### src/rtl/operand_loader_pkg.sv
// Shared types and defaults for the operand loader and its helpers.
package operand_loader_pkg;

  // Loader sequencing: three word-load states, then hold and wait-for-ack.
  typedef enum logic [2:0] {
    LD_A = 3'd0,
    LD_B = 3'd1,
    LD_C = 3'd2,
    HOLD = 3'd3,
    DONE = 3'd4
  } state_t;

  localparam int DEF_WIDTH = 32;
  localparam int DEF_HOLD  = 1;

endpackage

### src/rtl/operand_loader_hold_timer.sv
// 4-bit loadable down-counter that times how long committed operands settle.
module hold_timer (
  input  logic       clk,
  input  logic       rst,
  input  logic       load,
  input  logic [3:0] load_val,
  input  logic       en,
  output logic       last
);

  logic [3:0] count_reg;

  // Load has priority; decrement only while enabled and never below zero.
  always_ff @(posedge clk) begin
    if (rst) begin
      count_reg <= 4'd0;
    end else if (load) begin
      count_reg <= load_val;
    end else if (en && (count_reg != 4'd0)) begin
      count_reg <= count_reg - 4'd1;
    end
  end

  // Last hold edge is the one on which the count reads 1.
  assign last = (count_reg == 4'd1);

endmodule

### src/rtl/operand_loader.sv
// Assembles a serial a, b, c word stream into a committed operand triple,
// holds it for the datapath and waits for the consumer acknowledge.
module operand_loader
  import operand_loader_pkg::*;
#(
  parameter int WIDTH       = DEF_WIDTH,
  parameter int HOLD_CYCLES = DEF_HOLD,
  parameter int CNT_W       = 16
) (
  input  logic             clk,
  input  logic             rst,
  input  logic [WIDTH-1:0] in_data,
  input  logic             in_valid,
  output logic             in_ready,
  output logic [WIDTH-1:0] a,
  output logic [WIDTH-1:0] b,
  output logic [WIDTH-1:0] c,
  output logic             op_valid,
  output logic             res_valid,
  input  logic             res_ready,
  output logic [CNT_W-1:0] triple_cnt
);

  localparam logic [3:0] HOLD_LOAD = 4'(HOLD_CYCLES);

  state_t           state_reg, state_next;
  logic [WIDTH-1:0] sa_reg, sb_reg;
  logic [WIDTH-1:0] a_reg, b_reg, c_reg;
  logic [CNT_W-1:0] cnt_reg;
  logic             timer_load;
  logic             timer_last;
  logic             load_state;

  hold_timer u_hold_timer (
    .clk      (clk),
    .rst      (rst),
    .load     (timer_load),
    .load_val (HOLD_LOAD),
    .en       (state_reg == HOLD),
    .last     (timer_last)
  );

  // State register, shadow words, committed operands and triple counter.
  always_ff @(posedge clk) begin
    if (rst) begin
      state_reg <= LD_A;
      sa_reg    <= '0;
      sb_reg    <= '0;
      a_reg     <= '0;
      b_reg     <= '0;
      c_reg     <= '0;
      cnt_reg   <= '0;
    end else begin
      state_reg <= state_next;
      if ((state_reg == LD_A) && in_valid) begin
        sa_reg <= in_data;
      end
      if ((state_reg == LD_B) && in_valid) begin
        sb_reg <= in_data;
      end
      // All three operands move together so no partial triple is visible.
      if ((state_reg == LD_C) && in_valid) begin
        a_reg <= sa_reg;
        b_reg <= sb_reg;
        c_reg <= in_data;
      end
      if ((state_reg == DONE) && res_ready) begin
        cnt_reg <= cnt_reg + CNT_W'(1);
      end
    end
  end

  // Next-state decode and hold-timer load.
  always_comb begin
    state_next = state_reg;
    timer_load = 1'b0;
    case (state_reg)
      LD_A: if (in_valid) state_next = LD_B;
      LD_B: if (in_valid) state_next = LD_C;
      LD_C: begin
        if (in_valid) begin
          state_next = HOLD;
          timer_load = 1'b1;
        end
      end
      HOLD: if (timer_last) state_next = DONE;
      DONE: if (res_ready) state_next = LD_A;
      default: state_next = LD_A;
    endcase
  end

  // Moore outputs decoded from state; in_ready also masked by reset.
  always_comb begin
    load_state = (state_reg == LD_A) || (state_reg == LD_B) || (state_reg == LD_C);
    in_ready   = load_state && !rst;
    op_valid   = (state_reg == HOLD) || (state_reg == DONE);
    res_valid  = (state_reg == DONE);
  end

  assign a          = a_reg;
  assign b          = b_reg;
  assign c          = c_reg;
  assign triple_cnt = cnt_reg;

endmodule

### config.mk
export PLATFORM = sky130hd
export DESIGN_NAME = operand_loader
export DESIGN_NICKNAME = d
export VERILOG_FILES = /design/src/rtl/operand_loader_pkg.sv /design/src/rtl/operand_loader_hold_timer.sv /design/src/rtl/operand_loader.sv
export SDC_FILE = /design/constraint.sdc
export NUM_CORES = 1
export LEC_CHECK = 0
export CAP_MARGIN = 30
export CORE_MARGIN = 2
export CORE_UTILIZATION = 40
export DETAILED_ROUTE_END_ITERATION = 8
export PLACE_DENSITY = 0.7
export REMOVE_ABC_BUFFERS = 1
export SYNTH_ARGS = -nofsm -noshare
export SYNTH_HDL_FRONTEND = slang
export SYNTH_HIERARCHICAL = 1
export SYNTH_SLANG_ARGS = --single-unit
export TNS_END_PERCENT = 50
### constraint.sdc
create_clock -name clk -period 2.32 [get_ports clk]
set_clock_uncertainty 0.15 [all_clocks]
set_input_delay 0.464 -clock clk [delete_from_list [all_inputs] [get_ports clk]]
set_output_delay 0.464 -clock clk [all_outputs]
set_load 0.02 [all_outputs]
* After elaboration in Yosys (flattened, before gate mapping) *
Index checks and enable logic that the tools add are counted.

operators by class
  $add $sub $neg = 2
  equality and inequality tests = 10
  muxes and demuxes = 10
  reduce and logical (&&, ||, !) cells = 15

operators by type and width
  kind                                                 number
  adder 16 x 1 -> 16 bit, second input constant        1
  2-to-1 mux 3 bit                                     5
  case mux 3 bit (5 select lines)                      1
  != test 2 bit, second input constant                 4
  equality test 3 x 2 -> 1 bit, second input constant  2
  logical AND 1 bit                                    6
  AND reduction 5 bit                                  1
  equality test 4 x 1 -> 1 bit, second input constant  1
  2-to-1 mux 1 bit                                     4
  nonzero test 4 bit                                   1
  subtractor 4 x 1 -> 4 bit, second input constant     1
  equality test 3 x 1 -> 1 bit, second input constant  1
  equality test 3 bit, second input constant           1
  zero test 3 bit                                      1
  logical OR 1 bit                                     3
  != test 2 x 1 -> 1 bit, second input constant        1
  nonzero test 2 bit                                   1
  OR reduction 2 bit                                   1
  zero test 1 bit                                      1

word-level totals
  register bits = 183
  input port bits = 36
  output and inout port bits = 115
  logic and storage cells = 46

* Depth between registers and ports, before layout *
  word-level depth = 4
  mapped depth = 9
  depth with buffers taken out = 6

* Modules after synthesis *
The synthesis kept the hierarchy.

by module, submodules not included
  module          instances  cells each  area an instance (sq um)
  operand_loader  1          807         6349.8
  hold_timer      1          33          286.5

* Worst setup path after synthesis *
Ideal clock, no wire load.

  path kind = register to register
  start point = register state_reg[0]
  end point = register u_hold_timer.count_reg[0]
  library setup time = 0.127 ns
  arrival = 2.113 ns
  data required time = 2.043 ns
  path slack = -0.070 ns
  cell stages (with the launch flop) = 10
  path through = dfxtp_1 clkbuf_1 nor2b_1 nand2_1 inv_2 clkbuf_1 clkbuf_1 nor3_1 and3_1 or3_1

on the way
  cells in the longest elaborated chain, start to end = 3

ends and longest elaborated chain
  item                                                           RTL line                         text
  from (decl)                                                    operand_loader.sv:26             state_t state_reg, state_next;
  from (signal assigned)                                         operand_loader.sv:54             state_reg <= state_next;
  equality test 3 x 2 -> 1 bit (*)                               operand_loader.sv:77             case (state_reg)
  2-to-1 mux 1 bit (*)                                           operand_loader.sv:77
  via timer_load                                                 operand_loader.sv:30             logic timer_load;
  2-to-1 mux 1 bit / nonzero test 2 bit (equally long branches)  n/a
  to (signal assigned)                                           operand_loader_hold_timer.sv:18  count_reg <= load_val;
  to (signal assigned)                                           operand_loader_hold_timer.sv:20  count_reg <= count_reg - 4'd1;
  to (decl)                                                      operand_loader_hold_timer.sv:11  logic [3:0] count_reg;

The timed path passes the listed nets; every way through them passes the cells marked *.
A chain may end at the register's enable or synchronous reset.

* Worst setup path after layout *
  start point = register state_reg[2]
  end point = output op_valid

on the way
  cells in the longest elaborated chain, start to end = 2

ends and longest elaborated chain
  item                                                                        RTL line              text
  equality test 3 x 2 -> 1 bit / equality test 3 bit (equally long branches)  operand_loader.sv:96  op_valid = (state_reg == HOLD) || (state_reg == DONE);
  logical OR 1 bit (*)                                                        operand_loader.sv:96
  to (decl)                                                                   operand_loader.sv:18  output logic op_valid,

Every way passes the cells marked *; elsewhere a longest branch is shown, timed or not.

==> reports/metrics.csv <==
stage,metric,value,unit
status,outcome,"complete, no violations",
worst_setup_path,crit_type,reg -> out,
sta,max_freq,448,MHz
layout,syn_to_final_growth,36.1,%
sta,relSlewSlack,58.9,%
synth,ys_types,40,
sta,maxSlewViolCount,0,
placement,gp_congestion,0.718,
placement,placed_area,8460,um2
worst_setup_path,cpMaxStageDelayCell,dfxtp_1,
layout,drive_gt1_share,6.96,%
global_route,grt_util_all_layers,18.4,%
synth,yosysMostFrequentCell,nand2_1,
power,ir_drop,0.525,mV
synth,syn_area_per_cell,7.90,um2
global_route,grt_overflow,0,
power,power.density,722,nW/um2
clocking,h-tree-depth,4,
route,drtPass1Iterations,4,
layout,fin_nets,1017,
clocking,numClockSinks,183,
synth,synth_area,6640,um2
clocking,cts_tree,built,
synth,ys.flop_type,dfxtp_1,
sta,hold_viol,0,
route,ant_nets,0,
route,drtIter0Drc,297,
route,routed_via_density,4.80,
worst_setup_path,crit_required,1.71,ns
sta,worstMarginPinSlew,0.617,ns
synth,ys_top_cells_by_area,"dfxtp_1, nand2_1, a21oi_1",
die,io_pins,151,
synth,synth_edf_count,0,
die,dieArea,17600,um2
layout,fin_util,55.1,%
power,p_leak,3.07,nW
synth,synth_top_area_share,55.2,%
route,post_drt_wl_per_cell,13.3,um
synth,synth_common_cells,"nand2_1, dfxtp_1, a21oi_1",
sta,setup-tns-final,0,ns
route,num_vias,5807,
clocking,clkTransAtPathRegs,0.06,ns
worst_setup_path,endpoint_kind,primary output,
placement,port_buffers,150,
die,fp-row-count,47,
synth,ys_async_sr_fraction,0,%
clocking,cts-buffers-inserted,17,
global_route,grt_pass1_vias,5241,
sta,timing.hold.ws,0.294,ns
sta,rsz0062_at_grt,no,
worst_setup_path,cp-start-kind,flip-flop,
run,maxCapViolCount,0,
sta,setup_viol,0,
global_route,grt_pass1_wl,26.4,mm
clocking,clk_latency,0.42,ns
placement,dp_hpwl,10.0,mm
synth,yosys_warnings,6,
clocking,cts_root_buffer,clkbuf_16,
sta,timing.final.crit_share,96.2,%
clocking,cts_buffer_depth,2,
synth,netlist_instances,840,
layout,postLayoutCellArea,9030,um2
die,initial_core_util,40.4,%
die,core,16400,um2
hold_path,hp-class,reg -> reg,
worst_setup_path,cp.arrival,1.62,ns
worst_setup_path,path_cells,and2b_1 -> and2_1 -> or2_2 -> clkbuf_2,
global_route,grt_max_degree,132,
global_route,antenna_found_initial,0,
worst_setup_path,max_stage_delay,0.35,ns
die,die_h,133,um
clocking,post-cts-setup-buffers,0,
worst_setup_path,crit_fanout,3,
synth,yosysTopAreaCell,dfxtp_1,
synth,ys_ff_latch,183,
layout,insertedDiodeCount,0,
route,drcViolationCount,0,
sta,period_minus_slack,2.23,ns
synth,yosysSeqAreaShare,55.2,%
die,fp.dieW,133,um
power,power,6.52,mW
route,wirelength,16.2,mm
## where the power goes
| group | internal [mW] | leakage (nW) | switching (mW) |
|---|---|---|---|
| Combinational | 0.183 | 1.32 | 0.274 |
| Clock | 1.60 | 0.276 | 1.21 |
| Sequential | 3.22 | 1.48 | 0.0425 |
## what timing repair did
action                                 CTS  global route
endpoints found under the hold margin    0             0
setup endpoints to repair                3             1
hold buffers                             0             0
resized for setup                        5             1
## cell type report
class | instances | area, um2
fill | 1517 | 7370
sequential | 183 | 3660
multi-input combinational | 592 | 2730
timing repair buffer | 177 | 1760
clock buffer | 22 | 484
tap | 220 | 275
clock inverter | 10 | 95.1
inverter | 7 | 27.5
## cells in the final DEF (no fill, tap or decap), types with 2 or more instances in the layout
cell type / n
nand2_1: 331
dfxtp_1: 183
a21oi_1: 171
clkdlybuf4s50_1: 146
buf_4: 22
clkbuf_16: 17
nor2_1: 11
or3_1: 9
o21ai_0: 8
nor3_1: 8
inv_1: 6
xnor2_1: 5
buf_12: 5
clkinv_2: 4
nand4_1: 4
nand3_1: 4
clkinvlp_4: 4
clkbuf_8: 4
conb_1: 4
nor2b_1: 3
and3_1: 3
ha_1: 3
and2_1: 2
a211oi_1: 2
or4_1: 2
and4_1: 2
xor2_1: 2
dlygate4sd2_1: 2
a2111oi_2: 2
## through the flow
step                instances  setup WS, ns
floorplan                 782         -1.89
global placement         1179        -0.166
detailed placement       1179        -0.195
CTS                      1211       -0.0694
global route             1211        0.0226
finish                   1211        0.0884
## per-layer routing
metal	vias to the layer above	wire (um)	track usage (%)	part of all wire, %
met1	2673	7390	24.1	46
met3	9	651	4.37	4.0
met2	117	7960	29.9	49
met5	-	0	0	0
met4	0	169	6.45	1.0
li1	3008	-	-	-
## logic make-up after synthesis
group,synth area share (%)
muxes,0.151
xor gates and xnor gates,0.924
buffers and inverters,4.07
AOI/OAI and AO/OA,14.7
other,0.113
and+or+nand+nor,24.3
DFF,55.2
adders and majority gates,0.566
## critical path, delay by kind of cell (launching register included)
kind	cells	cell delay (ns)
buffers and inverters	1	0.16
AND/OR/NAND/NOR	3	0.68
flip-flops	1	0.35
## path summary, 6_finish.rpt
kind         slack [ns]                      start  depth (start not counted)                           to
max reg2reg        0.22  state_reg[0]$_SDFFE_PP0P_                          4  triple_cnt[15]$_SDFFE_PP0P_
max                0.09  state_reg[2]$_SDFFE_PP0P_                          4                     op_valid
min                0.29    sb_reg[10]$_SDFFE_PP0P_                          2           b[10]$_SDFFE_PP0P_
min reg2reg        0.29    sb_reg[10]$_SDFFE_PP0P_                          2           b[10]$_SDFFE_PP0P_
Power figures use the tool's default switching activity.
